**config.mk**
```make
export PLATFORM = sky130hd
export DESIGN_NAME = esd_input_conditioner
export DESIGN_NICKNAME = d
export VERILOG_FILES = /design/src/rtl/esd_pkg.sv /design/src/rtl/esd_debounce.sv /design/src/rtl/esd_input_conditioner.sv
export SDC_FILE = /design/constraint.sdc
export NUM_CORES = 1
export LEC_CHECK = 0
export CAP_MARGIN = 40
export CORE_MARGIN = 2
export CORE_UTILIZATION = 55
export CTS_BUF_LIST = sky130_fd_sc_hd__clkbuf_16
export CTS_CLUSTER_DIAMETER = 100
export CTS_CLUSTER_SIZE = 30
export DETAILED_ROUTE_END_ITERATION = 10
export GPL_ROUTABILITY_DRIVEN = 0
export PLACE_DENSITY = 0.75
export SYNTH_ARGS = -nofsm -noshare
export SYNTH_HDL_FRONTEND = slang
export SYNTH_SLANG_ARGS = --single-unit
```
**constraint.sdc**
```tcl
create_clock -name clk -period 3.25 [get_ports clk]
set_clock_uncertainty 0.2 [all_clocks]
set_input_delay 0.325 -clock clk [delete_from_list [all_inputs] [get_ports clk]]
set_output_delay 0.325 -clock clk [all_outputs]
set_load 0.02 [all_outputs]
```
**src/rtl/esd_pkg.sv**
```systemverilog
// Shared constants and counter-width helpers for the E-STOP input conditioner.
package esd_pkg;

  localparam int   ESD_SYNC_STAGES = 2;
  localparam logic ESD_RST_PRESSED = 1'b1;

  // Counter wide enough to hold the value 'cycles' itself.
  function automatic int deb_cnt_width(input int cycles);
    return (cycles < 2) ? 1 : $clog2(cycles + 1);
  endfunction

  function automatic int disc_cnt_width(input int cycles);
    return (cycles < 2) ? 1 : $clog2(cycles + 1);
  endfunction

endpackage

```
**src/rtl/esd_debounce.sv**
```systemverilog
// One input channel: 2-flop synchronizer plus saturating debounce counter.
// IMMEDIATE_ASSERT=1 gives a fail-safe channel (press is taken at once, only release is debounced).
module esd_debounce
  import esd_pkg::*;
#(
  parameter int DEBOUNCE_CYCLES  = 64,
  parameter bit IMMEDIATE_ASSERT = 1'b1
) (
  input  logic clk,
  input  logic rst_n,
  input  logic pin_n,
  output logic level
);

  localparam int             CW        = deb_cnt_width(DEBOUNCE_CYCLES);
  localparam logic [CW-1:0]  CNT_MAX   = CW'(DEBOUNCE_CYCLES);
  localparam logic           RST_LEVEL = IMMEDIATE_ASSERT ? ESD_RST_PRESSED : 1'b0;

  logic [ESD_SYNC_STAGES-1:0] sync_n;
  logic [ESD_SYNC_STAGES-1:0] primed;
  logic [CW-1:0]              cnt;
  logic                       pressed;

  assign pressed = ~sync_n[ESD_SYNC_STAGES-1];

  // The reset contents of the synchronizer never came from the pin, so the
  // counter stays idle until 'primed' shows the pipeline holds real samples.
  // NOTE: every register here is written with <= so all flops update from pre-edge values.
  always_ff @(posedge clk or negedge rst_n) begin
    if (!rst_n) begin
      sync_n <= '1;
      primed <= '0;
    end else begin
      sync_n <= {sync_n[ESD_SYNC_STAGES-2:0], pin_n};
      primed <= {primed[ESD_SYNC_STAGES-2:0], 1'b1};
    end
  end

  always_ff @(posedge clk or negedge rst_n) begin
    if (!rst_n) begin
      level <= RST_LEVEL;
      cnt   <= '0;
    end else if (!primed[ESD_SYNC_STAGES-1]) begin
      cnt <= '0;
    end else if (IMMEDIATE_ASSERT && pressed) begin
      // Press beats a release count that would complete on this same edge.
      level <= 1'b1;
      cnt   <= '0;
    end else if (pressed == level) begin
      cnt <= '0;
    end else if (cnt == CNT_MAX) begin
      level <= pressed;
      cnt   <= '0;
    end else begin
      cnt <= cnt + CW'(1);
    end
  end

endmodule

```
**src/rtl/esd_input_conditioner.sv**
```systemverilog
// E-STOP / ACK front end: three debounced channels, ACK release pulse, discrepancy monitor.
// Optional feature macro: ESD_DISCREPANCY_EN (builds disc_cnt and a live disc_fault).
module esd_input_conditioner
  import esd_pkg::*;
#(
  parameter int DEBOUNCE_CYCLES = 64,
  parameter int DISC_CYCLES     = 500000
) (
  input  logic clk,
  input  logic rst_n,
  input  logic estop_a_n_in,
  input  logic estop_b_n_in,
  input  logic ack_n_in,
  output logic estop_a,
  output logic estop_b,
  output logic estop_any,
  output logic ack_pulse,
  output logic disc_fault
);

  logic ack_level;
  logic ack_prev;

  esd_debounce #(.DEBOUNCE_CYCLES(DEBOUNCE_CYCLES), .IMMEDIATE_ASSERT(1'b1)) u_deb_a (
    .clk(clk), .rst_n(rst_n), .pin_n(estop_a_n_in), .level(estop_a));

  esd_debounce #(.DEBOUNCE_CYCLES(DEBOUNCE_CYCLES), .IMMEDIATE_ASSERT(1'b1)) u_deb_b (
    .clk(clk), .rst_n(rst_n), .pin_n(estop_b_n_in), .level(estop_b));

  esd_debounce #(.DEBOUNCE_CYCLES(DEBOUNCE_CYCLES), .IMMEDIATE_ASSERT(1'b0)) u_deb_ack (
    .clk(clk), .rst_n(rst_n), .pin_n(ack_n_in), .level(ack_level));

  always_ff @(posedge clk or negedge rst_n) begin
    if (!rst_n) ack_prev <= 1'b0;
    else        ack_prev <= ack_level;
  end

  // High for the single cycle after the debounced level drops (release).
  assign ack_pulse = ack_prev & ~ack_level;

`ifdef ESD_DISCREPANCY_EN
  localparam int            DW        = disc_cnt_width(DISC_CYCLES);
  localparam logic [DW-1:0] DISC_MAX  = DW'(DISC_CYCLES);
  localparam logic [DW-1:0] DISC_LAST = DW'(DISC_CYCLES - 1);

  logic [DW-1:0] disc_cnt;
  logic          disagree;
  logic          disc_set;
  logic          disc_clr;

  assign disagree = estop_a ^ estop_b;
  assign disc_set = disagree && (disc_cnt == DISC_LAST);
  assign disc_clr = ack_pulse && !estop_a && !estop_b;

  always_ff @(posedge clk or negedge rst_n) begin
    if (!rst_n)                   disc_cnt <= '0;
    else if (!disagree)           disc_cnt <= '0;
    else if (disc_cnt != DISC_MAX) disc_cnt <= disc_cnt + DW'(1);
  end

  always_ff @(posedge clk or negedge rst_n) begin
    if (!rst_n)        disc_fault <= 1'b0;
    else if (disc_set) disc_fault <= 1'b1;
    else if (disc_clr) disc_fault <= 1'b0;
  end
`else
  // DISC_CYCLES has no effect here; folding it into the tie-off keeps it referenced.
  localparam logic DISC_TIE = (DISC_CYCLES < 0);
  assign disc_fault = DISC_TIE;
`endif

  assign estop_any = estop_a | estop_b | disc_fault;

endmodule

```
Yosys cells after proc, flatten, opt, wreduce, memory -nomap -nowiden
Index checks and enable logic that the tools add are counted.
{"block": "totals", "regBits": 37, "latchBits": 0, "ram_bits": 0, "mem_bits_ro": 0, "input_bits": 5, "out_inout_bits": 5, "mem_count": 0}
{"block": "op_classes", "n_addsub": 3, "multipliers": 0, "div_mod_pow": 0, "magnitude_cmp": 0, "eq_ne": 10, "shifts": 0, "n_mux": 17, "bitwise_logic": 7, "n_reduce_logical": 3}
{"cell": "$mux W7", "n": 11}
{"cell": "$add A7 B1 Y7 const B", "n": 3}
{"cell": "$eq A7 B7 Y1 const B", "n": 3}
{"cell": "$reduce_and A3 Y1", "n": 3}
{"cell": "$ne A2 B2 Y1 const B", "n": 4}
{"cell": "$mux W1", "n": 6}
{"cell": "$not A1 Y1", "n": 5}
{"cell": "$eq A1 B1 Y1", "n": 3}
{"cell": "$and A1 B1 Y1", "n": 1}
{"cell": "$or A1 B1 Y1", "n": 1}

Logic depth before layout (Yosys ltp)
{"block": "depth", "depth_word": 5, "mapped_depth": 5}

Modules after synthesis
Synthesis repeated with hierarchy kept, for this count alone.
{"block": "unflattened", "cells_unflattened": 137, "hier_area_um2": 1606.5}
{"module": "esd_debounce at u_deb_a ...", "instances": 2, "cells_each": 45, "area_each_um2": 524.3, "seq_area_each_um2": 304.0}
{"module": "esd_debounce at u_deb_ack", "instances": 1, "cells_each": 42, "area_each_um2": 509.2, "seq_area_each_um2": 302.8}
{"module": "esd_input_conditioner", "instances": 1, "cells_each": 5, "area_each_um2": 48.8, "seq_area_each_um2": 25.0}

Worst setup path after synthesis
No wires, ideal clock.
{"block": "synth_path", "path_kind": "reg-to-reg", "from": "register u_deb_ack.cnt[0]", "to": "register u_deb_ack.cnt[2]", "t_arrival_ps": 1421, "setup_slack_ps": 1497, "stages_incl_launch_ff": 6, "synth_period_minus_slack_ps": 1753, "path_cell_list": "dfrtp_1 inv_1 ha_1 or4b_4 o311ai_4 nor2_1"}
{"block": "synth_via", "elab_chain_len": 4}
{"element": "start, declared", "line_no": "esd_debounce.sv:21", "rtl": "logic [CW-1:0] cnt;"}
{"element": "start signal, assigned", "line_no": "esd_debounce.sv:55", "rtl": "cnt <= cnt + CW'(1);"}
{"element": "$add A7 B1 Y7 or $eq A7 B7 Y1 (tied branches)", "line_no": "esd_debounce.sv:55, esd_debounce.sv:51"}
{"element": "$mux W7 *", "line_no": "esd_debounce.sv:51", "rtl": "end else if (cnt == CNT_MAX) begin"}
{"element": "$mux W7 *", "line_no": "esd_debounce.sv:49", "rtl": "end else if (pressed == level) begin"}
{"element": "$mux W7 *", "line_no": "esd_debounce.sv:43", "rtl": "end else if (!primed[ESD_SYNC_STAGES-1]) begin"}
Every way passes the cells marked *; elsewhere a longest branch is shown, timed or not.
A chain may end at the register's enable or synchronous reset.

Final worst setup path
{"block": "layout_path", "from": "register u_deb_b.level", "to": "output estop_any"}
{"block": "layout_via", "elab_chain_len": 1}
{"element": "start, declared", "line_no": "esd_debounce.sv:12", "rtl": "output logic level"}
{"element": "start signal, assigned", "line_no": "esd_debounce.sv:52", "rtl": "level <= pressed;"}
{"element": "$or A1 B1 Y1", "line_no": "esd_input_conditioner.sv:72", "rtl": "assign estop_any = estop_a | estop_b | disc_fault;"}
{"element": "end, declared", "line_no": "esd_input_conditioner.sv:16", "rtl": "output logic estop_any,"}
Every way passes these cells.

==> impl_metrics.env <==
export IMPL_outcome="completed"
export IMPL_timing_reg2reg_setup_slack_ns=1.33
export IMPL_netlist_area_sq_um=1455
export IMPL_min_from="u_deb_ack.primed[0]"
export IMPL_postCtsSetupBuffers=0
export IMPL_io_pin_count=10
export IMPL_path_max_fanout=3
export IMPL_grt_pass1_vias=980
export IMPL_synth_fp_nets=146
export IMPL_hold_buffers=0
export IMPL_grt_usage=0.1837
export IMPL_antenna_cells=0
export IMPL_yosysSeqAreaShare=0.5744
export IMPL_clkTransAtPathRegs_ns=0.05
export IMPL_leakagePower_nw=0.7611
export IMPL_routed_wl_um=2401
export IMPL_r2r_end="u_deb_ack.cnt[6]"
export IMPL_crit_buf_inv=2
export IMPL_drv_slew=0
export IMPL_hold_viol_final=0
export IMPL_final_layout_size_suffix_gt1_frac=0.1342
export IMPL_path_cells="inv_1 -> nand2_1 -> clkdlybuf4s50_1"
export IMPL_slowest_delay_ns=0.60
export IMPL_vias=956
export IMPL_r2r_cells=5
export IMPL_ir_drop_v=0.0005632
export IMPL_whs_endpoint="u_deb_a.primed[1]"
export IMPL_cts_root_buf="clkbuf_16"
export IMPL_path_class="flip-flop to output port"
export IMPL_syn_area_per_cell_sq_um=10.94
export IMPL_start_util=0.5821
export IMPL_min_period_over_period=0.6323
export IMPL_cap_violations=0
export IMPL_cts_resized=0
export IMPL_port_buffers=8
export IMPL_critPathLaunchType="flip-flop"
export IMPL_cp_data_arrival_time_ns=1.53
export IMPL_dr_pass1_iters=6
export IMPL_hp_class="flip-flop to flip-flop"
export IMPL_yosysWarnings=0
export IMPL_layout_nets=161
export IMPL_synth_cell_types=29
export IMPL_power_density_nw_per_um2=571.0
export IMPL_ys_seq_elements=33
export IMPL_setup_viol=0
export IMPL_dp_slack_ns=1.377
export IMPL_drc=0
export IMPL_cts_buffers=5
export IMPL_core_sq_um=2500
export IMPL_path_delay_family="buffers and inverters"
export IMPL_worstSkewPairLatency_ns=0.28
export IMPL_grt_pass1_wl_um=4284
export IMPL_finalSetupTns_ns=0
export IMPL_via_per_inst=5.341
export IMPL_antenna_left=0
export IMPL_worstPathRequired_ns=2.72
export IMPL_place_hpwl_um=1597
export IMPL_grt_setup_unrepaired="false"
export IMPL_syn_instance_count=133
export IMPL_cts_sinks=33
export IMPL_grt_max_degree=34
export IMPL_hold_depth=0
export IMPL_chipWidth_um=55.44
export IMPL_wl_per_cell_um=13.41
export IMPL_drt_first_iter_violations=17
export IMPL_grt_overflow=0
export IMPL_antenna_found_initial=0
export IMPL_max_freq_ghz=0.4866
export IMPL_area_delta_synth_final_pct=19.86
export IMPL_cts_max_level=2
export IMPL_core_rowCount=18
export IMPL_fillers=170
export IMPL_period_minus_slack_ns=2.055
export IMPL_cts_tree="built"
export IMPL_r2r_start="u_deb_ack.cnt[0]"
export IMPL_cpMaxStageDelayCell="clkdlybuf4s50_1"
export IMPL_fin_ws_ns=1.195
export IMPL_cts_buffer_depth=2
export IMPL_die_height_um=55.44
export IMPL_die_area_sq_um=3073
export IMPL_cp_end_kind="output port"
==> layer usage <==
| layer | wire [um] | vias up | global-route usage |
|---|---|---|---|
| li1 | - | 472 | - |
| met1 | 1099 | 458 | 0.2234 |
| met2 | 1141 | 22 | 0.2772 |
| met3 | 125 | 4 | 0.07728 |
| met4 | 35 | 0 | 0.09756 |
| met5 | 0 | - | 0 |
==> power breakdown <==
group	leakage [nW]	switching, mW	total (mW)	internal, mW
Sequential	0.427	0.00676	0.429	0.422
Combinational	0.254	0.0186	0.0312	0.0126
Clock	0.0800	0.174	0.536	0.362
==> through the flow <==
| stage | hold WS (ns) | utilization | total power, mW | instances | instance area, sq um |
|---|---|---|---|---|---|
| after floorplan | -0.1706 | - | 0.4499 | 133 | 1455 |
| after global placement | 0.1375 | 0.6291 | 0.4655 | 171 | 1573 |
| after detailed placement | 0.1381 | 0.6291 | 0.4669 | 171 | 1573 |
| after CTS | 0.1506 | 0.6977 | 1.004 | 179 | 1744 |
| after global routing | 0.1588 | 0.6977 | 1.030 | 179 | 1744 |
| final | 0.1462 | 0.6977 | 0.9959 | 179 | 1744 |
==> cell type report <==
cell class	count	area, sq um	area share
Inverter	12	45.04	0.02583
Tap cell	30	37.54	0.02152
Clock buffer	5	125.1	0.07174
Clock inverter	3	46.29	0.02654
Sequential cell	33	835.8	0.4792
Multi-Input combinational cell	87	566.8	0.3250
Timing Repair Buffer	9	87.58	0.05022
==> sequential cells by signal, summed over array words and instances, names as in the netlist, 2 cells and up <==
signal / count
u_deb_a.cnt: 7
u_deb_ack.cnt: 7
u_deb_b.cnt: 7
u_deb_a.sync_n: 2
u_deb_ack.sync_n: 2
u_deb_b.sync_n: 2
==> cell usage after synthesis <==
master	count	area, sq um
ha_1	8	100.1
a21oi_1	6	30.03
or4b_4	1	13.76
nand2_1	8	30.03
or3_1	6	37.54
o31ai_1	1	7.510
nand2b_1	1	6.260
a31o_2	1	8.760
dfrtp_1	25	625.6
nor4_1	1	6.260
xor2_1	6	52.55
buf_4	1	7.510
nand4_1	1	6.260
nor3_1	1	5.000
nor2b_1	2	12.51
nor2_1	14	52.55
nand3_1	10	50.05
or4_1	1	7.510
a22o_1	1	8.760
conb_1	2	7.510
o21ai_0	7	35.03
nand3b_1	1	7.510
dfstp_2	8	210.2
o311ai_4	1	26.28
inv_1	12	45.04
o22ai_1	1	6.260
o21bai_1	1	7.510
and3_1	1	6.260
xnor2_1	4	35.03
==> cells in the final DEF (no fill, tap or decap), types with 6 or more instances in the layout <==
cell             Yosys  routed
a21oi_1              6       6
clkdlybuf4s50_1      0       8
dfrtp_1             25      25
dfstp_2              8       8
ha_1                 8       8
inv_1               12      12
nand2_1              8       8
nand3_1             10      10
nor2_1              14      14
o21ai_0              7       7
or3_1                6       6
xor2_1               6       6
==> kinds of logic after synthesis <==
group                    after synthesis  share of synthesized area
AND/OR/NAND/NOR                       48                     0.1660
flip-flops                            33                     0.5744
AO/OA/AOI/OAI                         19                    0.08943
buffers and inverters                 13                    0.03611
XOR/XNOR                              10                    0.06019
adder cells (fa/ha/maj)                8                    0.06879
other                                  2                   0.005161
==> worst max-delay path by stage <==
stage / from / end / slack [ns] / depth (start not counted)
after floorplan: u_deb_ack.cnt[0] / u_deb_ack.cnt[2] / 1.50 / 5
after global placement: u_deb_ack.cnt[0] / u_deb_ack.cnt[2] / 1.45 / 5
after detailed placement: u_deb_ack.cnt[0] / u_deb_ack.cnt[6] / 1.38 / 5
after CTS: u_deb_b.level / estop_any / 1.17 / 3
after global routing: u_deb_b.level / estop_any / 1.13 / 3
final: u_deb_b.level / estop_any / 1.20 / 3
==> worst reg2reg max path: cells and delay by family (launching register included) <==
family | cells | cell delay (ns)
AND/OR/NAND/NOR | 1 | 0.49
AO/OA/AOI/OAI | 2 | 0.45
flip-flops | 1 | 0.43
adder cells (fa/ha/maj) | 1 | 0.14
buffers and inverters | 1 | 0.08
No activity file was read; power rests on OpenSTA's default activity.
